--- config.mk ---
export PLATFORM = sky130hd
export DESIGN_NAME = core_interface_seq
export DESIGN_NICKNAME = d
export VERILOG_FILES = /design/src/rtl/core_interface_seq.sv
export SDC_FILE = /design/constraint.sdc
export NUM_CORES = 1
export LEC_CHECK = 0
export ABC_AREA = 1
export BUFFER_PORTS_ARGS = -buffer_cell sky130_fd_sc_hd__buf_2
export CAP_MARGIN = 25
export CORE_UTILIZATION = 42
export CTS_BUF_LIST = sky130_fd_sc_hd__clkbuf_8
export CTS_CLUSTER_DIAMETER = 40
export DETAILED_ROUTE_END_ITERATION = 8
export GPL_ROUTABILITY_DRIVEN = 0
export GPL_TIMING_DRIVEN = 0
export PLACE_DENSITY = 0.68
export SLEW_MARGIN = 20
export SYNTH_ARGS = -nofsm -noshare
export SYNTH_HDL_FRONTEND = slang
export SYNTH_SLANG_ARGS = --single-unit
export TNS_END_PERCENT = 1
--- constraint.sdc ---
create_clock -name clk_i -period 5.15 [get_ports clk_i]
set_input_delay 0.515 -clock clk_i [delete_from_list [all_inputs] [get_ports clk_i]]
set_output_delay 0.515 -clock clk_i [all_outputs]
set_load 0.005 [all_outputs]
--- src/rtl/core_interface_seq.sv ---
// Register-bank bridge between the instruction bus and one compute core, with a start/done
// handshake, run timeout and a continuous stream mode that re-triggers the core after every done.
module core_interface_seq #(
   parameter int DATA_WIDTH    = 32,
   parameter int ADDR_WIDTH    = 24,
   parameter int TOTAL_INPUTS  = 2,
   parameter int TOTAL_OUTPUTS = 1,
   parameter int START_ADDRESS = 0,
   parameter int RUN_TIMEOUT   = 1024
) (
   input  logic                                clk_i,
   input  logic                                rst_i,
   input  logic                                instr_valid_i,
   input  logic [7:0]                          instruction_i,
   input  logic [ADDR_WIDTH-1:0]               address_i,
   input  logic [DATA_WIDTH-1:0]               value_i,
   output logic [DATA_WIDTH-1:0]               result_o,
   output logic                                result_valid_o,
   output logic [DATA_WIDTH-1:0]               stream_o,
   output logic [TOTAL_INPUTS*DATA_WIDTH-1:0]  core_inputs_o,
   input  logic [TOTAL_OUTPUTS*DATA_WIDTH-1:0] core_outputs_i,
   output logic                                core_start_o,
   input  logic                                core_done_i,
   output logic                                busy_o,
   output logic                                error_o
);

   localparam int IN_W    = (TOTAL_INPUTS > 1) ? $clog2(TOTAL_INPUTS) : 1;
   localparam int OUT_W   = (TOTAL_OUTPUTS > 1) ? $clog2(TOTAL_OUTPUTS) : 1;
   localparam int TIMER_W = $clog2(RUN_TIMEOUT + 1);

   localparam logic [ADDR_WIDTH-1:0] BASE      = ADDR_WIDTH'(START_ADDRESS);
   localparam logic [TIMER_W-1:0]    TIMER_MAX = TIMER_W'(RUN_TIMEOUT);

   localparam logic [7:0] OP_WRITE   = 8'h01;
   localparam logic [7:0] OP_READ    = 8'h02;
   localparam logic [7:0] OP_RUN     = 8'h03;
   localparam logic [7:0] OP_STREAM  = 8'h04;
   localparam logic [7:0] OP_STOP    = 8'h05;
   localparam logic [7:0] OP_CLR_ERR = 8'h06;

   typedef enum logic [1:0] {
      S_IDLE,
      S_START,
      S_WAIT
   } state_t;

   state_t state, next_state;

   logic [DATA_WIDTH-1:0] in_regs  [TOTAL_INPUTS];
   logic [DATA_WIDTH-1:0] out_regs [TOTAL_OUTPUTS];
   logic [TIMER_W-1:0]    timer;
   logic [OUT_W-1:0]      sel;
   logic                  stream_on;

   logic [ADDR_WIDTH-1:0] idx;
   logic                  is_in, is_out;
   logic [IN_W-1:0]       in_idx;
   logic [OUT_W-1:0]      out_idx;
   logic [DATA_WIDTH-1:0] rd_data, sel_val;
   logic                  idle, wr_cmd, rd_cmd, run_cmd, stream_cmd, stop_cmd, clr_cmd;
   logic                  done_hit, timeout_hit, launch;

   // Addresses below START_ADDRESS wrap to huge offsets and so match nothing.
   assign idx = address_i - BASE;

   always_comb begin
      is_in   = 1'b0;
      is_out  = 1'b0;
      in_idx  = '0;
      out_idx = '0;
      for (int i = 0; i < TOTAL_INPUTS; i++) begin
         if (idx == ADDR_WIDTH'(i)) begin
            is_in  = 1'b1;
            in_idx = IN_W'(i);
         end
      end
      for (int i = 0; i < TOTAL_OUTPUTS; i++) begin
         if (idx == ADDR_WIDTH'(TOTAL_INPUTS + i)) begin
            is_out  = 1'b1;
            out_idx = OUT_W'(i);
         end
      end
   end

   always_comb begin
      rd_data = '0;
      if (is_in) begin
         rd_data = in_regs[in_idx];
      end else if (is_out) begin
         rd_data = out_regs[out_idx];
      end
   end

   always_comb begin
      sel_val = '0;
      for (int i = 0; i < TOTAL_OUTPUTS; i++) begin
         if (sel == OUT_W'(i)) begin
            sel_val = core_outputs_i[i*DATA_WIDTH +: DATA_WIDTH];
         end
      end
   end

   assign idle        = (state == S_IDLE);
   assign wr_cmd      = instr_valid_i && (instruction_i == OP_WRITE);
   assign rd_cmd      = instr_valid_i && (instruction_i == OP_READ) && (is_in || is_out);
   assign run_cmd     = instr_valid_i && (instruction_i == OP_RUN);
   assign stream_cmd  = instr_valid_i && (instruction_i == OP_STREAM) && is_out;
   assign stop_cmd    = instr_valid_i && (instruction_i == OP_STOP);
   assign clr_cmd     = instr_valid_i && (instruction_i == OP_CLR_ERR);
   assign done_hit    = (state == S_WAIT) && core_done_i;
   assign timeout_hit = (state == S_WAIT) && !core_done_i && (timer == TIMER_MAX);
   assign launch      = idle && (run_cmd || stream_cmd);

   always_ff @(posedge clk_i or posedge rst_i) begin
      if (rst_i) begin
         state <= S_IDLE;
      end else begin
         state <= next_state;
      end
   end

   always_comb begin
      next_state   = state;
      core_start_o = 1'b0;
      busy_o       = 1'b1;
      case (state)
         S_IDLE: begin
            busy_o = 1'b0;
            if (launch) begin
               next_state = S_START;
            end
         end
         S_START: begin
            core_start_o = 1'b1;
            next_state   = S_WAIT;
         end
         S_WAIT: begin
            // A STOP arriving with done still lets this capture land, but blocks the re-trigger.
            if (done_hit) begin
               next_state = (stream_on && !stop_cmd) ? S_START : S_IDLE;
            end else if (timeout_hit) begin
               next_state = S_IDLE;
            end
         end
         default: next_state = S_IDLE;
      endcase
   end

   always_ff @(posedge clk_i or posedge rst_i) begin
      if (rst_i) begin
         for (int i = 0; i < TOTAL_INPUTS; i++) in_regs[i] <= '0;
         for (int i = 0; i < TOTAL_OUTPUTS; i++) out_regs[i] <= '0;
         timer          <= '0;
         sel            <= '0;
         stream_on      <= 1'b0;
         result_o       <= '0;
         result_valid_o <= 1'b0;
         stream_o       <= '0;
         error_o        <= 1'b0;
      end else begin
         result_valid_o <= rd_cmd;
         if (rd_cmd) begin
            result_o <= rd_data;
         end

         if (wr_cmd && is_in && idle) begin
            in_regs[in_idx] <= value_i;
         end

         if ((wr_cmd && !idle && (is_in || is_out)) || timeout_hit) begin
            error_o <= 1'b1;
         end else if (clr_cmd) begin
            error_o <= 1'b0;
         end

         if (state == S_START) begin
            timer <= TIMER_W'(1);
         end else if ((state == S_WAIT) && !done_hit && !timeout_hit) begin
            timer <= timer + TIMER_W'(1);
         end

         if (done_hit) begin
            for (int i = 0; i < TOTAL_OUTPUTS; i++) begin
               out_regs[i] <= core_outputs_i[i*DATA_WIDTH +: DATA_WIDTH];
            end
            stream_o <= sel_val;
         end

         if (stream_cmd) begin
            sel <= out_idx;
         end

         if (timeout_hit || stop_cmd) begin
            stream_on <= 1'b0;
         end else if (stream_cmd && idle) begin
            stream_on <= 1'b1;
         end
      end
   end

   for (genvar g = 0; g < TOTAL_INPUTS; g++) begin : g_inputs
      assign core_inputs_o[g*DATA_WIDTH +: DATA_WIDTH] = in_regs[g];
   end

endmodule

==> run metrics, run 1 <==
status complete, no violations; fin. max-slew vios 0; row count between 40 and 50; Synth area leaders dfrtp_1 51%, nand2_1 8.7%, nor2_1 7.9%; Post-Syn Nets between 900 and 1000; final instance area approximately 9000 um2; Final Non-Filler Cells 1332; Critical Path Start state[0]; Worst setup EP type flip-flop; startpoint types flip-flop; port bufs 230; Synth Register Bits between 100 and 150; power per cell area roughly 330 nW/um2; top cell type's share of synthesized area just over 50%; Seq/Total Area, Yosys 50.7%; Clock transition at path regs about 0.09 ns; CTS Sinks about 140; combinational share of power between 10% and 20%; DP Wirelength 15.8 mm; net switching power between 0.0008 and 0.0009 W; grt ovf 0; DRT iter0 DRCs between 300 and 400; Mapped Cells 848; setup repair after global routing missed its margin false; Hold Path Class input port to async pin; Metal-1 WL 9.32 mm; Slew headroom a little under half; Seq pwr share between 40 and 50%; crit-path max FO 10; Post-CTS Setup Repair Bufs 0; initial antenna violation count 1; Syn Std Cell Area about 7100 um2; total power between 0.003 and 0.004 W; drt wl/cell approximately 16 um; Period Utilization, post-route 41.1%; Critical Path AT roughly 2.4 ns; number of gates resized after cts 0; clock tree root driver cell clkbuf_8; critical setup path kind flip-flop to flip-flop; Core ar. approximately 17000 um2; Setup Skew roughly 0.013 ns; clock power share a little over a third; met2 wire length 9.74 mm; Max Buffers Root-to-Sink 2; cell taking the most area after synthesis dfrtp_1; DRT antenna net count 0; Synth Area per Inst 8.38 um2; P_leak 4.98 nW; area delta synth->final 27.3%; DRT Wirelength around 21 mm; Reg-to-Reg Start state[0]; Initial DRT Pass Iterations 5; Nets 1200; Starting Density between 40% and 50%; CTS HTree Levels 4; vias in the first global route 6419; largest net degree at the start of global routing 75; top achievable clock speed 472 MHz; synth unique cells 34; # DRC 0; Core Util, Final between 50% and 60%; Final Hold Fails 0; max-cap violations 0; Tmin final between 2 and 2.5 ns; Sw Share between 20 and 30%; Inserted Clock Buffers 17; worst-margin pin slew approximately 0.78 ns; Top Ports around 230; warnings from Yosys 0; Post-DP Area between 8000 and 9000 um2; Crit path required time roughly 5.5 ns; Clk Latency, worst-skew pair roughly 0.45 ns; internal power 0.00212 W; via count between 6000 and 7000; Chip Width approximately 130 um; fraction of layout cells with a size suffix above 1 a little under a third; die height 132 um; Peak VDD IR 0.221 mV; Via density 4.97; CTS tree built; Setup-failing EPs final 0; top layer in use met4; Cells after DPL 1299; hold_buf cts 0; die area 17500 um2; met3 routed WL around 1.2 mm; first-pass GRT wire length approximately 34 mm; total track usage 24.9%
sequential cells by signal (all words and copies together), names as in the netlist:
register / flops
error_o: 1
timer: 11
result_o: 32
result_valid_o: 1
core_inputs_o: 64
state: 2
out_regs: 32
stream_on: 1
metrics by stage:
stage	TNS [ns]	hold WS (ns)	worst slack, ns
final	0	0.106	3.03
after global routing	0	0.122	2.92
after CTS	0	0.113	3.02
after detailed placement	0	0.464	2.84
after global placement	-138.73	0.459	-0.975
after floorplan	0	0.472	0.769
Yosys cell counts, drive strengths merged:
cell type,count
xor2,2
nor3,10
nand2,169
mux2i,15
clkinv,1
ha,2
nand3,52
o211ai,1
nor2,157
mux2,15
nand4,28
dfrtp,144
a21boi,1
o21ai,91
or2,1
clkbuf,9
o31ai,1
buf,32
inv,79
a21oi,38
critical path, cell delays in order (launching register included):
cell	delay, ns
dfrtp_1	0.38
inv_1	0.08
nand3_1	0.30
clkbuf_1	0.64
clkbuf_1	0.44
a21oi_1	0.14
layout by cell type, fill, tap and decap left out, types with 7 or more instances in the layout:
cell type	synthesis	layout
nand2_1	165	165
mux2_2	15	15
clkbuf_1	9	9
dfrtp_1	144	144
buf_2	14	244
buf_6	14	14
mux2i_1	15	15
nor2_1	150	150
inv_1	74	73
o21ai_0	27	27
clkbuf_8	0	18
nor3_1	7	7
a21oi_1	38	38
o21ai_2	15	15
nand4_1	27	27
nand3_1	49	49
o21ai_1	49	49
power groups by stage:
| stage | registers (W) | logic, W | clock network, W |
|---|---|---|---|
| final | 0.00136 | 0.000583 | 0.00106 |
| after global routing | 0.00138 | 0.000656 | 0.00114 |
| after CTS | 0.00136 | 0.000588 | 0.00109 |
| after detailed placement | 0.00139 | 0.000585 | 0 |
| after global placement | 0.00138 | 0.000573 | 0 |
| after floorplan | 0.00138 | 0.000315 | 0 |
worst paths after layout:
path,to,slack [ns],depth (start not counted)
hold / removal,out_regs[26],0.11,2
min in group clk_i,out_regs[10],0.29,2
hold reg to reg,result_o[11],0.48,2
setup / recovery,out_regs[6],3.03,5
max in group asynchronous,core_inputs_o[1],4.29,3
setup reg to reg,out_regs[6],3.03,5
routing by layer:
| layer | track usage (%) | vias up |
|---|---|---|
| met5 | 0 | - |
| met2 | 40.7 | 242 |
| met1 | 32.3 | 3081 |
| li1 | - | 3263 |
| met4 | 9.69 | 0 |
| met3 | 5.46 | 36 |
area by class of cell:
type / count / area (um2)
multi-input cells: 583 / 2920
clock inverters: 14 / 228
clock buffers: 18 / 248
fillers: 1612 / 7530
diodes: 1 / 2.50
repair buffers: 231 / 1180
plain buffers: 41 / 284
inverters: 80 / 308
flip-flops and latches: 144 / 3600
well taps: 220 / 275
cell families (layout without fill, tap and decap cells):
family,after synthesis,count (layout),share of synthesized area (%)
AO/OA/AOI/OAI,132,132,10.4
XOR/XNOR,2,2,0.246
adder cells (fa/ha/maj),2,2,0.352
buffers and inverters,121,384,8.22
flip-flops,144,144,50.7
multiplexers,30,30,4.49
other,0,1,0
AND/OR/NAND/NOR,417,417,25.6
No activity file was read; power rests on OpenSTA's default activity.
==> run 2, diff against run 1 <==
--- a/config.mk
+++ b/config.mk
@@ -5,7 +5,7 @@
 export SDC_FILE = /design/constraint.sdc
 export NUM_CORES = 1
 export LEC_CHECK = 0
-export ABC_AREA = 1
+export ABC_AREA = 0
 export BUFFER_PORTS_ARGS = -buffer_cell sky130_fd_sc_hd__buf_2
 export CAP_MARGIN = 25
 export CORE_UTILIZATION = 42
@@ -14,7 +14,7 @@
 export DETAILED_ROUTE_END_ITERATION = 8
 export GPL_ROUTABILITY_DRIVEN = 0
 export GPL_TIMING_DRIVEN = 0
-export PLACE_DENSITY = 0.68
+export PLACE_DENSITY = 0.72
 export SLEW_MARGIN = 20
 export SYNTH_ARGS = -nofsm -noshare
 export SYNTH_HDL_FRONTEND = slang
==> constraint.sdc (replaced) <==
create_clock -name clk_i -period 1.7 [get_ports clk_i]
set_input_delay 0.17 -clock clk_i [delete_from_list [all_inputs] [get_ports clk_i]]
set_output_delay 0.17 -clock clk_i [all_outputs]
set_load 0.005 [all_outputs]
==> run 2 against run 1 <==
  * The run now ends with negative setup slack left
  * Clock power increased to 2.7 times the previous value
  * Total power increased to 3.0 times the previous value
  * Wire length down 4.2%
  * Non-clock buffer count increased by 71
  * Sequential cell count is the same
  * Clock skew shrank 0.0021 ns
  * Highest routed layer unchanged
  * Fmax increased by 20%
  * Synthesized cell count decreased by 37%
  * Combinational power grew to 3.2 times the previous value
  * Sequential power rose to 3.1 times the previous value
==> run metrics, run 2 <==
Crit path required time 2.04 ns (-3.43 ns); area delta synth->final 43.1%; top achievable clock speed 569 MHz (+20%); largest net degree at the start of global routing 30 (-60%); Starting Density 43.2% (+0.34 points); Clk Latency, worst-skew pair 0.46 ns (about the same); antenna diode count 0 (-1); # DRC 0 (unchanged); Worst Min Path Start core_done_i; Metal-1 WL 8.55 mm (-8.3%); CTS Sinks 144 (unchanged); CTS tree built; initial antenna violation count 0 (-1); Via density 5.25 (+5.5%); fraction of layout cells with a size suffix above 1 43.6% (+12 points); warnings from Yosys 0 (unchanged); Tmin final 1.76 ns (-0.357 ns); drt wl/cell 18.5 um (+18%); die area 16300 um2 (-6.8%); top layer in use met4; Max Buffers Root-to-Sink 2 (unchanged); worst-margin pin slew 0.895 ns (+0.111 ns); met3 routed WL 1.05 mm (-15%); Post-Syn Nets 635 (-33%); Core ar. 15300 um2 (-7.7%); Critical Path AT 2.10 ns (-0.33 ns); die height 128 um (-3.5%); startpoint types flip-flop; Post-DP Area 8140 um2 (-5.0%); power per cell area 952 nW/um2 (+190%); Filler Cell Count 1224 (-24%); Post-synth EDFFs 0 (unchanged); Peak VDD IR 0.620 mV (+180%); Inserted Clock Buffers 17 (unchanged); Synth Register Bits 144 (unchanged); ys async rst share 100% (unchanged); DP Wirelength 13.7 mm (-13%); Synth Area per Inst 12.4 um2 (+48%); slowest cell on the critical path dfrtp_2; synth unique cells 46 (+35%); cell taking the most area after synthesis dfrtp_1; DRT Wirelength 19.9 mm (-4.2%); grt ovf 0 (unchanged); DRT antenna net count 0 (unchanged); Reg area 3610 um2 (about the same); CTS HTree Levels 4 (unchanged); final instance area 9470 um2 (+4.6%); crit-path max FO 10 (unchanged); clock tree root driver cell clkbuf_8; Critical path buffers and inverters 2 (-1); family with the most delay on the worst path simple AND/OR/NAND/NOR gates; max-cap violations 0 (unchanged); DRT iter0 DRCs 258 (-30%); Final WS setup -0.0590 ns (-3.09 ns); Setup-failing EPs final 44 (+44); status complete, but fails checks; count leader, synth dfrtp_1; via count 5655 (-15%); Reg-to-Reg Start state[1]; port bufs 229 (-0.43%); slowest cell delay on critical path 0.45 ns (-0.19 ns); P_leak 4.90 nW (-1.6%); Syn Std Cell Area 6620 um2 (-6.9%); setup repair after global routing missed its margin true; Top Ports 232 (unchanged); Critical Path Start state[1]; Setup Skew 0.0109 ns (-0.00211 ns); Worst setup EP type flip-flop; Synth area leaders dfrtp_1 54%, mux2_4 6.8%, mux2_1 5.8%; first-pass GRT wire length 31.0 mm (-7.5%); most frequent cells in the layout 230 x buf_2, 142 x dfrtp_1, 65 x dlygate4sd3_1; Seq/Total Area, Yosys 54.5% (+3.8 points); Nets 957 (-20%); ys flop type dfrtp_1; DP Worst Slack -0.885 ns (-3.72 ns); vias in the first global route 5677 (-12%); Core Util, Final 61.8% (+7.2 points); met2 wire length 9.82 mm (+0.75%); Chip Width 128 um (-3.5%); max reg flops 64 (unchanged); top cell type's share of synthesized area 54.5% (+3.8 points); most common cell after layout, fill and taps aside buf_2; crit path cell chain nor2_4 -> nand3_1 -> or3_1 -> buf_6 -> buf_12 -> mux2_4; Period Utilization, post-route 103% (+62 points); row count 45 (-4.3%); fin. max-slew vios 0 (unchanged); synth cell count leaders 144 x dfrtp_1, 47 x nor2_1, 34 x a21oi_1, 34 x mux2_1, 34 x mux2i_1; Slew headroom 40.4% (-7.4 points); critical setup path kind flip-flop to flip-flop; total track usage 25.3% (+0.41 points); Hold Path Class input port to flip-flop; footprint of the multi-input gates 2940 um2 (+0.47%); Initial DRT Pass Iterations 5 (unchanged); failing checks negative setup slack; Mapped Cells 533 (-37%); Final Hold Fails 0 (unchanged); Clock transition at path regs 0.08 ns (about the same)
## run 2: layout make-up
cell class	instances	share of cell area, %
multi-input cells	344	31.0
plain buffers	40	2.91
clock inverters	10	1.44
repair buffers	303	20.5
flip-flops and latches	144	38.1
well taps	211	2.79
clock buffers	21	3.05
inverters	5	0.238
## run 2: worst min-delay path, stage by stage
cell      delay (ns)
buf_2           0.14
nand3_1         0.07
a221oi_1        0.08
## run 2: final timing paths
check,end,slack (ns),cells past startpoint
hold / removal,state[0],0.05,3
setup / recovery,core_inputs_o[5],-0.06,6
setup reg to reg,core_inputs_o[5],-0.06,6
min in group asynchronous,core_inputs_o[36],0.34,3
hold reg to reg,result_o[12],0.51,2
max in group asynchronous,result_o[20],0.23,7
## run 2: kinds of logic (layout without fill, tap and decap cells)
group                      count (synthesis)  count (layout)  synth area share (%)
DFF                                      144             144                  54.5
muxes                                    130             130                  23.2
AOI/OAI and AO/OA                        106             106                  10.2
and+or+nand+nor                           99              99                  7.92
buffers and inverters                     45             379                  2.97
xor gates and xnor gates                   7               7                 0.926
adders and majority gates                  2               2                 0.378
## run 2: report_power, final
group,internal [W],switching [W],total (W)
Combinational,0.00103,0.000819,0.00185
Sequential,0.00387,0.000399,0.00427
Clock,0.00159,0.00131,0.00290
Total,0.00649,0.00253,0.00902
## run 2: metrics by stage
stage	std cells	hold WS (ns)	setup TNS, ns	power (W)
after floorplan	533	0.302	-44.64	0.00510
after global placement	973	0.400	-239.51	0.00588
after detailed placement	978	0.281	-65.90	0.00596
after CTS	1076	-0.0669	-2.48	0.00903
after global routing	1078	0.0251	-5.33	0.00946
final	1078	0.0521	-1.56	0.00902
## run 2: metal layers
metal,GRT usage (%),vias to the layer above
met1,31.7,2790
met4,9.66,0
met2,42.6,212
li1,-,2611
met3,5.86,42
met5,0,-
## run 2: repair_timing
item | in CTS | in global routing
endpoints found under the hold margin | 120 | 2
setup endpoints to repair | 126 | 120
setup buffers | 3 | 1
hold buffers | 64 | 1
pin swaps | 1 | 3
gates resized for setup | 54 | 10
==> run 3, diff against run 2 <==
--- a/config.mk
+++ b/config.mk
@@ -8,6 +8,7 @@
 export ABC_AREA = 0
 export BUFFER_PORTS_ARGS = -buffer_cell sky130_fd_sc_hd__buf_2
 export CAP_MARGIN = 25
+export CORE_ASPECT_RATIO = 1.1
 export CORE_UTILIZATION = 42
 export CTS_BUF_LIST = sky130_fd_sc_hd__clkbuf_8
 export CTS_CLUSTER_DIAMETER = 40
==> run 3 against run 2 <==
  * The flow still finishes with violations (negative setup slack)
  * Hold slack got worse by 0.014 ns
  * Clock power is 5% higher
  * Sequential share of layout area is 0.23 points lower
  * Final area increased by 0.59%
  * Combinational power rose by 3%
  * Final cell count shrank 1.1%
  * Total power is 2.1% higher
  * Critical path depth is the same
  * Non-clock buffer count rose by 2
==> run metrics, run 3 (synthesized netlist as in run 2, its figures left out) <==
status complete, but fails checks; failing checks negative setup slack; DP Wirelength 13.6 mm (-0.81%); Chip Width 122 um (-4.6%); Tmin final 1.79 ns (+0.0262 ns); Final Non-Filler Cells 1066 (-1.1%); Clock transition at path regs 0.08 ns (about the same); Critical Path AT 2.12 ns (+0.02 ns); clock power share 33.1% (+0.9 points); Peak VDD IR 0.658 mV (+6.1%); Clk Latency, worst-skew pair 0.46 ns (about the same); Inserted Clock Buffers 17 (unchanged); via count 5740 (+1.5%); Cells after DPL 963 (-1.5%); port bufs 229 (unchanged); Final WS setup -0.0852 ns (-0.0262 ns); antenna diode count 0 (unchanged); Slew headroom 44.7% (+4.3 points); DRT antenna net count 0 (unchanged); crit-path max FO 10 (unchanged); Setup-failing EPs final 55 (+25%); max reg flops 64 (unchanged); startpoint types flip-flop; power per cell area 967 nW/um2 (+1.5%); clock tree root driver cell clkbuf_8; Hold Path Class input port to flip-flop; Setup Skew 0.0105 ns (-0.000375 ns); most common cell after layout, fill and taps aside buf_2; combinational share of power 20.8% (+0.3 points); critical setup path kind flip-flop to flip-flop; area delta synth->final 43.9%; grt ovf 0 (unchanged); most frequent cells in the layout 230 x buf_2, 142 x dfrtp_1, 66 x dlygate4sd3_1; reg-to-reg endpoint core_inputs_o[14]; total track usage 25.0% (-0.26 points); # DRC 0 (unchanged); worst hold slack 0.0383 ns (-0.0139 ns); die height 134 um (+4.8%); vias in the first global route 5890 (+3.8%); CTS tree built; setup repair after global routing missed its margin true; first-pass GRT wire length 30.9 mm (-0.45%); internal power 0.00654 W (+0.81%); largest net degree at the start of global routing 35 (+17%); Initial DRT Pass Iterations 5 (unchanged); Seq pwr share 46.2% (-1.1 points); FF-to-FF path depth 6 (unchanged); DP Worst Slack -0.964 ns (-0.0788 ns); Crit path required time 2.04 ns (about the same); Max Buffers Root-to-Sink 2 (unchanged); Filler Cell Count 1220 (-0.33%); fin. max-slew vios 0 (unchanged); Top Ports 232 (unchanged); Period Utilization, post-route 105% (+1.5 points); net switching power 0.00266 W (+5.4%); Setup crit end core_inputs_o[14]; Critical Path Start state[0]; die area 16300 um2 (about the same); Worst setup EP type flip-flop; worst-margin pin slew 0.830 ns (-0.0651 ns); top achievable clock speed 560 MHz (-1.5%); max-cap violations 0 (unchanged); Via density 5.38 (+2.6%); Sw Share 28.9% (+0.91 points); DRT Wirelength 19.9 mm (about the same); reg2reg setup slack -0.09 ns (-0.03 ns); drt wl/cell 18.7 um (+1.1%); P_leak 4.92 nW (+0.44%); Nets 959 (+0.21%); row count 47 (+4.4%); Final Hold Fails 0 (unchanged); CTS Sinks 144 (unchanged); CTS HTree Levels 4 (unchanged); Core ar. 15200 um2 (-0.55%); Starting Density 43.4% (+0.24 points); fraction of layout cells with a size suffix above 1 44.8% (+1.2 points); Reg-to-Reg Start state[0]; initial antenna violation count 0 (unchanged); DRT iter0 DRCs 276 (+7.0%)
run 3: metrics by stage:
stage | util [%] | total power (W) | area (um2) | TNS (ns)
floorplan | - | 0.00510 | 6620 | -44.64
global placement | 52.6 | 0.00588 | 8010 | -240.53
detailed placement | 53.4 | 0.00596 | 8130 | -69.28
CTS | 62.0 | 0.00918 | 9450 | -2.52
global route | 62.5 | 0.00960 | 9520 | -7.54
finish | 62.5 | 0.00921 | 9520 | -2.32
run 3: layout make-up:
class,count,area [um2],area share [%]
well taps,196,245,2.58
flip-flops and latches,144,3610,37.9
plain buffers,40,275,2.89
inverters,5,22.5,0.236
clock buffers,17,234,2.46
multi-input cells,344,2970,31.2
repair buffers,305,1960,20.6
clock inverters,15,206,2.17
run 3: layer usage:
| metal | part of all wire (%) | GRT usage [%] | wire length (um) | vias up |
|---|---|---|---|---|
| li1 | - | - | - | 2606 |
| met1 | 41 | 30.0 | 8100 | 2838 |
| met2 | 50 | 41.6 | 10000 | 242 |
| met3 | 5.6 | 5.91 | 1110 | 54 |
| met4 | 3.6 | 12.9 | 712 | 0 |
| met5 | 0 | 0 | 0 | - |
run 3: worst max-delay path, cell delays in order, from the launching register on:
cell	delay, ns
dfrtp_2	0.47
nor2_4	0.14
nand3_1	0.09
or3_4	0.35
buf_6	0.16
buf_12	0.16
mux2_4	0.30
run 3: what timing repair did:
item                                   4_1_cts  5_1_grt
setup endpoints to repair                  125      126
pin swaps                                    2        4
buffers inserted                             5        0
resized for setup                           52       23
endpoints found under the hold margin      127        0
hold buffers                                66        0
run 3: how the worst min path moves through the flow:
stage | from | to | depth (start not counted)
floorplan | value_i[29] | core_inputs_o[29] | 1
global placement | value_i[30] | core_inputs_o[30] | 2
detailed placement | rst_i | out_regs[28] | 2
CTS | instruction_i[0] | state[0] | 3
global route | instruction_i[0] | state[0] | 3
finish | instruction_i[0] | state[0] | 3
run 3: power by group through the flow:
stage | Sequential (W) | Clock (W) | Combinational, W
global placement | 0.00430 | 0 | 0.00158
finish | 0.00425 | 0.00305 | 0.00191
global route | 0.00430 | 0.00324 | 0.00207
detailed placement | 0.00430 | 0 | 0.00166
floorplan | 0.00426 | 0 | 0.000835
CTS | 0.00424 | 0.00308 | 0.00185
